**config.mk**
```make
export PLATFORM = sky130hd
export DESIGN_NAME = fft_stage3_seq
export DESIGN_NICKNAME = d
export VERILOG_FILES = /design/src/rtl/fft_stage3_seq.sv
export SDC_FILE = /design/constraint.sdc
export NUM_CORES = 2
export LEC_CHECK = 0
export ABC_AREA = 1
export CAP_MARGIN = 20
export CORE_MARGIN = 3
export CORE_UTILIZATION = 30
export CTS_CLUSTER_DIAMETER = 60
export DETAILED_ROUTE_END_ITERATION = 8
export HOLD_SLACK_MARGIN = 0.12
export PLACE_DENSITY_LB_ADDON = 0.25
export SYNTH_ARGS = -nofsm -noshare
export SYNTH_HDL_FRONTEND = slang
export SYNTH_SLANG_ARGS = --single-unit
```
**constraint.sdc**
```tcl
create_clock -name clk -period 3.5 [get_ports clk]
set_input_delay 0.525 -clock clk [delete_from_list [all_inputs] [get_ports clk]]
set_output_delay 0.525 -clock clk [all_outputs]
set_load 0.1 [all_outputs]
```
**src/rtl/fft_stage3_seq.sv**
```systemverilog
// Third radix-2 DIT stage of the 16-point FFT: distance-2 butterflies (W0, -j)
// time-multiplexed over 4 cycles on 2 butterfly units, valid/ready framed.

module fft3_bfly #(
   parameter int DATA_W   = 16,
   parameter int SATURATE = 0,
   parameter int ROT      = 0
) (
   input  logic [2*DATA_W-1:0] a,
   input  logic [2*DATA_W-1:0] b,
   output logic [2*DATA_W-1:0] p,
   output logic [2*DATA_W-1:0] q
);
   localparam int W = DATA_W;

   function automatic logic [W-1:0] red(input logic [W:0] v);
      if (SATURATE != 0 && (v[W] != v[W-1]))
         red = v[W] ? {1'b1, {(W-1){1'b0}}} : {1'b0, {(W-1){1'b1}}};
      else
         red = v[W-1:0];
   endfunction

   function automatic logic [W:0] sx(input logic [W-1:0] v);
      sx = {v[W-1], v};
   endfunction

   logic [W-1:0] ar, ai, br, bi, sr, si, dr, di, nr;

   assign {ar, ai} = a;
   assign {br, bi} = b;
   assign sr = red(sx(ar) + sx(br));
   assign si = red(sx(ai) + sx(bi));
   assign dr = red(sx(ar) - sx(br));
   assign di = red(sx(ai) - sx(bi));
   // -j rotation negates the already-reduced difference, so it gets its own reduction
   assign nr = red({(W+1){1'b0}} - sx(dr));

   assign p = {sr, si};
   assign q = (ROT != 0) ? {di, nr} : {dr, di};
endmodule

module fft_stage3_seq #(
   parameter int DATA_W   = 16,
   parameter int SATURATE = 0
) (
   input  logic                 clk,
   input  logic                 rst,
   input  logic                 in_valid,
   output logic                 in_ready,
   input  logic [32*DATA_W-1:0] stage3_data_in,
   output logic                 out_valid,
   input  logic                 out_ready,
   output logic [32*DATA_W-1:0] stage3_data_out,
   output logic                 busy
);
   localparam int CW = 2*DATA_W;

   typedef enum logic [1:0] {IDLE, CALC, DONE} state_t;

   state_t               state;
   logic [1:0]           cnt;
   logic [15:0][CW-1:0]  x_q, y_q;
   logic [1:0][CW-1:0]   bf_p, bf_q;

   // unit 0 pairs words b/b+2 (W0), unit 1 pairs b+1/b+3 (-j)
   for (genvar u = 0; u < 2; u++) begin : g_bf
      fft3_bfly #(.DATA_W(DATA_W), .SATURATE(SATURATE), .ROT(u)) u_bf (
         .a (x_q[{cnt, 1'b0, 1'(u)}]),
         .b (x_q[{cnt, 1'b1, 1'(u)}]),
         .p (bf_p[u]),
         .q (bf_q[u])
      );
   end

   always_ff @(posedge clk or negedge rst) begin
      if (!rst) begin
         state     <= IDLE;
         cnt       <= 2'd0;
         x_q       <= '0;
         y_q       <= '0;
         in_ready  <= 1'b0;
         out_valid <= 1'b0;
         busy      <= 1'b0;
      end else begin
         case (state)
            IDLE: begin
               if (in_valid && in_ready) begin
                  x_q      <= stage3_data_in;
                  cnt      <= 2'd0;
                  state    <= CALC;
                  in_ready <= 1'b0;
                  busy     <= 1'b1;
               end else begin
                  in_ready <= 1'b1;
               end
            end
            CALC: begin
               y_q[{cnt, 2'b00}] <= bf_p[0];
               y_q[{cnt, 2'b10}] <= bf_q[0];
               y_q[{cnt, 2'b01}] <= bf_p[1];
               y_q[{cnt, 2'b11}] <= bf_q[1];
               cnt <= cnt + 2'd1;
               if (cnt == 2'd3) begin
                  state     <= DONE;
                  out_valid <= 1'b1;
               end
            end
            DONE: begin
               if (out_ready) begin
                  out_valid <= 1'b0;
                  busy      <= 1'b0;
                  in_ready  <= 1'b1;
                  state     <= IDLE;
               end
            end
            default: begin
               state    <= IDLE;
               in_ready <= 1'b0;
               busy     <= 1'b0;
            end
         endcase
      end
   end

   assign stage3_data_out = y_q;
endmodule

```
* Word level (Yosys, flattened, before mapping)
Cells that the tools add are included.
W data, S select, Z words.
** Storage, ports and cells
- Word-level logic and storage cells :: 110
- Input bits :: 516
- Flip-flop bits (word level) :: 1031
- Output and inout port bits :: 515
** Operators by class
- $lt $le $gt $ge :: 8
- Bitwise operators :: 1
- Reductions and logical operators :: 14
- Eq/ne operators :: 6
- Muxes and demuxes :: 34
- $add $sub $neg :: 10
** Operators by type and width (number)
- $bwmux W512 :: 4
- $bmux W32 S2 :: 4
- $demux W32 S2 :: 4
- $mux W32 :: 8
- $add A16 B16 Y16 :: 4
- $sub A16 B16 Y16 :: 4
- $lt A4 B5 Y1 const B :: 4
- $ge A4 B1 Y1 const B :: 4
- $sub A1 B16 Y16 const A :: 1
- $reduce_and A3 Y1 :: 3
- $mux W2 :: 4
- $ne A2 B2 Y1 const B :: 3
- $pmux W1 S3 :: 2
- $pmux W2 S3 :: 1
- $reduce_and A2 Y1 :: 3
- $logic_and A1 B1 Y1 :: 5
- $mux W1 :: 5
- $eq A2 B2 Y1 const B :: 2
- $pmux W2 S2 :: 1
- $reduce_bool A2 Y1 :: 2
- $add A2 B1 Y2 const B :: 1
- $eq A2 B1 Y1 const B :: 1
- $logic_not A2 Y1 :: 1
- $pmux W1 S2 :: 1
- $not A1 Y1 :: 1

* Depth between registers and ports, before layout
- Depth after elaboration :: 8
- Mapped depth :: 20
- Gate-level depth less buffers :: 16

* Hierarchy
From an unflattened synthesis, not the netlist that was laid out.
** Unflattened totals
- Cell total of the unflattened synthesis :: 6984
- Area, all modules :: 52416.5 um2
** By module, submodules not included
- fft_stage3_seq :: cells an instance 5541, sequential area each 25799.7 um2, area an instance 44750.4 um2, times used 1
- fft3_bfly (g_bf[0].u_bf) :: cells an instance 722, sequential area each 0.0 um2, area an instance 3833.7 um2, times used 1
- fft3_bfly (g_bf[1].u_bf) :: cells an instance 721, sequential area each 0.0 um2, area an instance 3832.4 um2, times used 1

* Least setup slack after synthesis
Ideal clock, no wire load.
- Kind :: register -> register
- Start :: register cnt[0]
- End :: register y_q, in the netlist stage3_data_out[350]
- Buffers on the path :: 3
- Clock period less this slack :: 2.823 ns
- Setup slack :: 0.677 ns
- Library setup time :: 0.120 ns
- Cell stages (with the launch flop) :: 20
- Required time :: 3.380 ns
- Data arrival time :: 2.703 ns
- Cell sequence :: dfrtp_1 -> buf_6 -> clkinv_2 -> buf_2 -> clkbuf_1 -> nand2_1 -> a32oi_1 -> inv_1 -> ha_1 -> fa_1 -> inv_1 -> nand3_1 -> nand3_1 -> nand2_1 -> nand2_1 -> nand2_1 -> nand2_1 -> nand2_1 -> nand3_1 -> nand2_1
** On the way
- Longest elaborated chain between the ends :: 7
- Elaborated cells between the ends (all ways) :: 21
- Those cells by class :: add/sub: 4; order compare: 2; mux: 14; reduce/logical: 1
** RTL lines
- from (decl) :: RTL line 61 : logic [1:0] cnt;
- from (signal assigned) :: RTL line 102 : cnt <= cnt + 2'd1;
- $bmux W32 S2, or another cell as far along :: RTL line 68 : .a (x_q[{cnt, 1'b0, 1'(u)}]),
- $mux W32 (not written as such), or another cell as far along :: RTL line 68
- $add A16 B16 Y16 or $mux W32 (tied branches) :: RTL line 31, 99
- $bwmux W512 or $demux W32 S2 (tied branches) :: RTL line 98, 99
- $bwmux W512 :: RTL line 99 : y_q[{cnt, 2'b10}] <= bf_q[0];
- $bwmux W512 :: RTL line 100 : y_q[{cnt, 2'b01}] <= bf_p[1];
- $bwmux W512 * :: RTL line 101 : y_q[{cnt, 2'b11}] <= bf_q[1];
- to (signal, indexed assignment) :: RTL line 98 : y_q[{cnt, 2'b00}] <= bf_p[0];
- to (signal, indexed assignment) :: RTL line 99
- to (signal, indexed assignment) :: RTL line 100
- to (decl) :: RTL line 62 : logic [15:0][CW-1:0] x_q, y_q;
Mark *: on every way between the ends. The rest lies on a longest branch, timed or not. The select of a mux whose other input is x is not followed.
A chain may end at the register's enable or synchronous reset.

* Final worst setup path
- Start :: register cnt[0]
- End :: register y_q, in the netlist stage3_data_out[286]
** On the way
- Longest elaborated chain between the ends :: 8
- Elaborated cells between the ends (all ways) :: 21
- Those cells by class :: add/sub: 4; order compare: 2; mux: 14; reduce/logical: 1
** RTL lines (RTL line)
- branches (longest 7 deep; another with $add A16 B16 Y16)
- $bwmux W512 * :: 101
Mark *: on every way between the ends. The select of a mux whose other input is x is not followed.

==> results_tabular.tex <==
\begin{tabular}{lr}
\hline
Metric & Value \\
\hline
\multicolumn{2}{l}{\textbf{Status}} \\
\quad Outcome & completed \\
\multicolumn{2}{l}{\textbf{Global route}} \\
\quad Largest net degree at the start of global routing & 167 \\
\quad GR Util All Layers & 26.0\% \\
\quad Overflow after GRT & 0 \\
\quad Antenna violations before repair & 50 \\
\quad Vias in the first global route & 46300 \\
\quad Wire length of the first global-routing pass & 323000 µm \\
\multicolumn{2}{l}{\textbf{Setup path}} \\
\quad Kind of start point of the critical path & register \\
\quad Startpoint of the lowest-slack register-to-register path & cnt[0] \\
\quad CP required & 4.08 ns \\
\quad Top fanout value on the critical path & 38 \\
\quad Signal arrival time at the worst endpoint & 3.96 ns \\
\quad R2R depth & 15 \\
\quad Critical path capture point type & register \\
\quad Launching instance or port of the critical path & cnt[0] \\
\quad Slack of the worst reg-to-reg path & 0.13 ns \\
\quad Type of the worst setup path & reg -> reg \\
\quad Capturing point of the worst reg2reg path & stage3\_data\_out[286] \\
\multicolumn{2}{l}{\textbf{Die}} \\
\quad Core footprint & 163000 µm² \\
\quad Core Rows & 148 \\
\quad Initial cell density of the core & 30.2\% \\
\quad Die footprint & 169000 µm² \\
\quad Chip height & 411 µm \\
\quad Width of the chip & 411 µm \\
\quad I/O pin count & 1031 \\
\multicolumn{2}{l}{\textbf{Worst hold path}} \\
\quad Hold Path End & x\_q[27] \\
\quad Number of cells on the worst hold path & 3 \\
\quad Hold\_sp & stage3\_data\_in[27] \\
\quad Path class of the lowest-slack min-delay path & in -> reg \\
\multicolumn{2}{l}{\textbf{Timing}} \\
\quad Fin. Hold Viols & 0 \\
\quad Max-slew headroom & 26.9\% \\
\quad Final period demand of the worst path & 3.37 ns \\
\quad Setup clock skew after layout & 0.0775 ns \\
\quad Slew at the pin closest to its max-slew limit & 1.09 ns \\
\quad Unrepaired setup endpoints after global routing & yes \\
\quad Final critical-path share of the clock period & 96.3\% \\
\quad Maximum clock frequency & 0.297 GHz \\
\quad Max-slew violations & 0 \\
\quad \# setup viols final & 0 \\
\multicolumn{2}{l}{\textbf{Final layout}} \\
\quad Filler cells & 16600 \\
\quad Most frequent cells in the layout & sky130\_fd\_sc\_hd\_\_nand2\_1 (3186), sky130\_fd\_sc\_hd\_\_dfrtp\_1 (1021), sky130\_fd\_sc\_hd\_\_clkdlybuf4s50\_1 (916) \\
\quad Final net count & 8218 \\
\quad Number of non-filler instances in the completed layout & 9880 \\
\quad Growth of design area from synthesis to finish & 39.4\% \\
\quad Fin area & 68700 µm² \\
\quad Most common library cell in the layout ignoring fill and taps & sky130\_fd\_sc\_hd\_\_nand2\_1 \\
\quad Share of final-layout standard cells stronger than drive strength 1 & 10.5\% \\
\multicolumn{2}{l}{\textbf{Clock network}} \\
\quad TritonCTS Buffers & 120 \\
\quad Clock slew seen by the registers of the worst setup and hold paths & 0.06 ns \\
\quad TritonCTS sink count & 1023 \\
\quad CTS tree & done \\
\quad Buffer type at the clock tree root & sky130\_fd\_sc\_hd\_\_clkbuf\_16 \\
\quad Bufs on Longest Clock Path & 3 \\
\quad Number of H-tree levels & 3 \\
\quad Clock Latency Late Sink & 0.77 ns \\
\multicolumn{2}{l}{\textbf{Yosys}} \\
\quad Library cells used by synthesis & 33 \\
\quad Post-synthesis cell count & 6355 \\
\quad Number of nets in the synthesized netlist & 7004 \\
\quad Ys Warns & 0 \\
\quad Post-synthesis cell area & 49300 µm² \\
\quad Proportion of synthesized chip area in sequential cells & 52.0\% \\
\quad Number of flip-flops and latches in the synthesized netlist & 1023 \\
\quad Synthesized area per cell & 7.75 µm² \\
\multicolumn{2}{l}{\textbf{Placement}} \\
\quad Placed instance count & 9615 \\
\quad Dpl cell area & 63900 µm² \\
\quad Routability congestion estimate from global placement & 0.945 \\
\quad DPL Wire Length & 176000 µm \\
\quad \# port buffers & 1030 \\
\multicolumn{2}{l}{\textbf{Detailed routing}} \\
\quad Vias/cell & 4.83 \\
\quad Sum of met2 wire segment lengths after detailed routing & 102000 µm \\
\quad Met3 layer wire length in the routed design & 14600 µm \\
\quad Starting DRT DRC Count & 4110 \\
\quad Top Layer Used & met5 \\
\quad Wire length per cell after detailed routing & 23.1 µm \\
\quad Count of vias placed by the detailed router & 47700 \\
\quad Post-route met1 wirelength & 102000 µm \\
\quad Detailed Route WL & 228000 µm \\
\quad Antenna Nets Post-Route & 0 \\
\quad Drt first pass iters & 9 \\
\quad Number of remaining DRC errors & 0 \\
\multicolumn{2}{l}{\textbf{Job}} \\
\quad Max Cap Viol & 0 \\
\hline
\end{tabular}
## kinds of logic (layout without fill, tap and decap cells)
family / after synthesis / in the layout / share of synthesized area, %
XOR/XNOR: 46 / 46 / 0.818
AO/OA/AOI/OAI: 586 / 586 / 6.65
other: 0 / 34 / 0
buffers and inverters: 705 / 2021 / 6.35
adder cells (fa/ha/maj): 133 / 133 / 3.50
AND/OR/NAND/NOR: 3862 / 3862 / 30.7
flip-flops: 1023 / 1023 / 52.0
## worst max path at each step
| stage | endpoint | cells past startpoint |
|---|---|---|
| floorplan | stage3_data_out[350] | 19 |
| global placement | stage3_data_out[504] | 15 |
| detailed placement | stage3_data_out[413] | 16 |
| CTS | stage3_data_out[318] | 18 |
| global route | stage3_data_out[318] | 18 |
| finish | stage3_data_out[286] | 15 |
## Yosys cell counts (all sizes together)
cell type	number	area, µm²
nand2	3193	12000
dfrtp	1023	25600
nand3	393	1970
inv	352	1320
o21ai	315	1580
buf	226	1330
nor2	221	832
a21oi	137	686
ha	125	1560
clkbuf	124	467
a32oi	63	552
o22ai	57	357
xor2	40	350
nand4	17	106
and2	16	100
nor3	16	85.1
o21bai	13	97.6
fa	8	160
xnor2	6	52.6
nand3b	4	30.0
clkinv	3	15.0
a22o	1	8.76
and3	1	6.26
nand2b	1	6.26
## worst max-delay path: stages (launching register included)
cell	delay, ns
sky130_fd_sc_hd__dfrtp_4	0.56
sky130_fd_sc_hd__inv_16	0.21
sky130_fd_sc_hd__buf_12	0.19
sky130_fd_sc_hd__buf_4	0.22
sky130_fd_sc_hd__o21ai_0	0.14
sky130_fd_sc_hd__o22ai_2	0.23
sky130_fd_sc_hd__buf_4	0.26
sky130_fd_sc_hd__ha_1	0.33
sky130_fd_sc_hd__buf_4	0.18
sky130_fd_sc_hd__nor2_1	0.16
sky130_fd_sc_hd__and3_1	0.20
sky130_fd_sc_hd__nand3_1	0.10
sky130_fd_sc_hd__nand2_1	0.09
sky130_fd_sc_hd__nand2_1	0.14
sky130_fd_sc_hd__nand3_1	0.12
sky130_fd_sc_hd__nand2_1	0.06
## metal layers
layer | GRT usage [%] | vias to the layer above
met5 | 0 | -
met4 | 10.6 | 14
met3 | 4.29 | 323
met2 | 40.0 | 1717
met1 | 36.3 | 23300
li1 | - | 22400
## stage by stage
step / utilization (%) / hold WS, ns / setup TNS [ns] / setup WS [ns]
after floorplan: - / 0.229 / 0 / 0.677
after global placement: 39.2 / 0.449 / -2.57 / -0.116
after detailed placement: 39.2 / 0.453 / -2.71 / -0.117
after CTS: 41.8 / 0.209 / 0 / 0.00510
after global routing: 42.1 / 0.249 / -0.702 / -0.0784
final: 42.2 / 0.294 / 0 / 0.129
## registers in the layout (all words and copies together) (netlist names)
register and count:
in_ready 1, out_valid 1, state 2, stage3_data_out 504
x_q 512, busy 1, cnt 2
## repair_timing
action / 4_1_cts / 5_1_grt
endpoints found under the hold margin: 19 / 0
endpoints found under the setup margin: 74 / 261
resized for setup: 11 / 57
setup buffers: 0 / 3
gates cloned: 0 / 3
hold buffers: 1 / 0
pin swaps: 0 / 0
## final cells by class
cell class,count,area (µm²),area share (%)
clock buffers,169,3450,5.02
repair buffers,1442,13700,20.0
diodes,34,85.1,0.124
inverters,355,1380,2.01
flip-flops and latches,1023,25600,37.3
clock inverters,55,771,1.12
multi-input cells,4627,20900,30.5
well taps,2175,2720,3.96
Power is left out: the tool's default activity adds up to more than one toggle a clock period on the data nets, which glitch-free logic cannot reach.
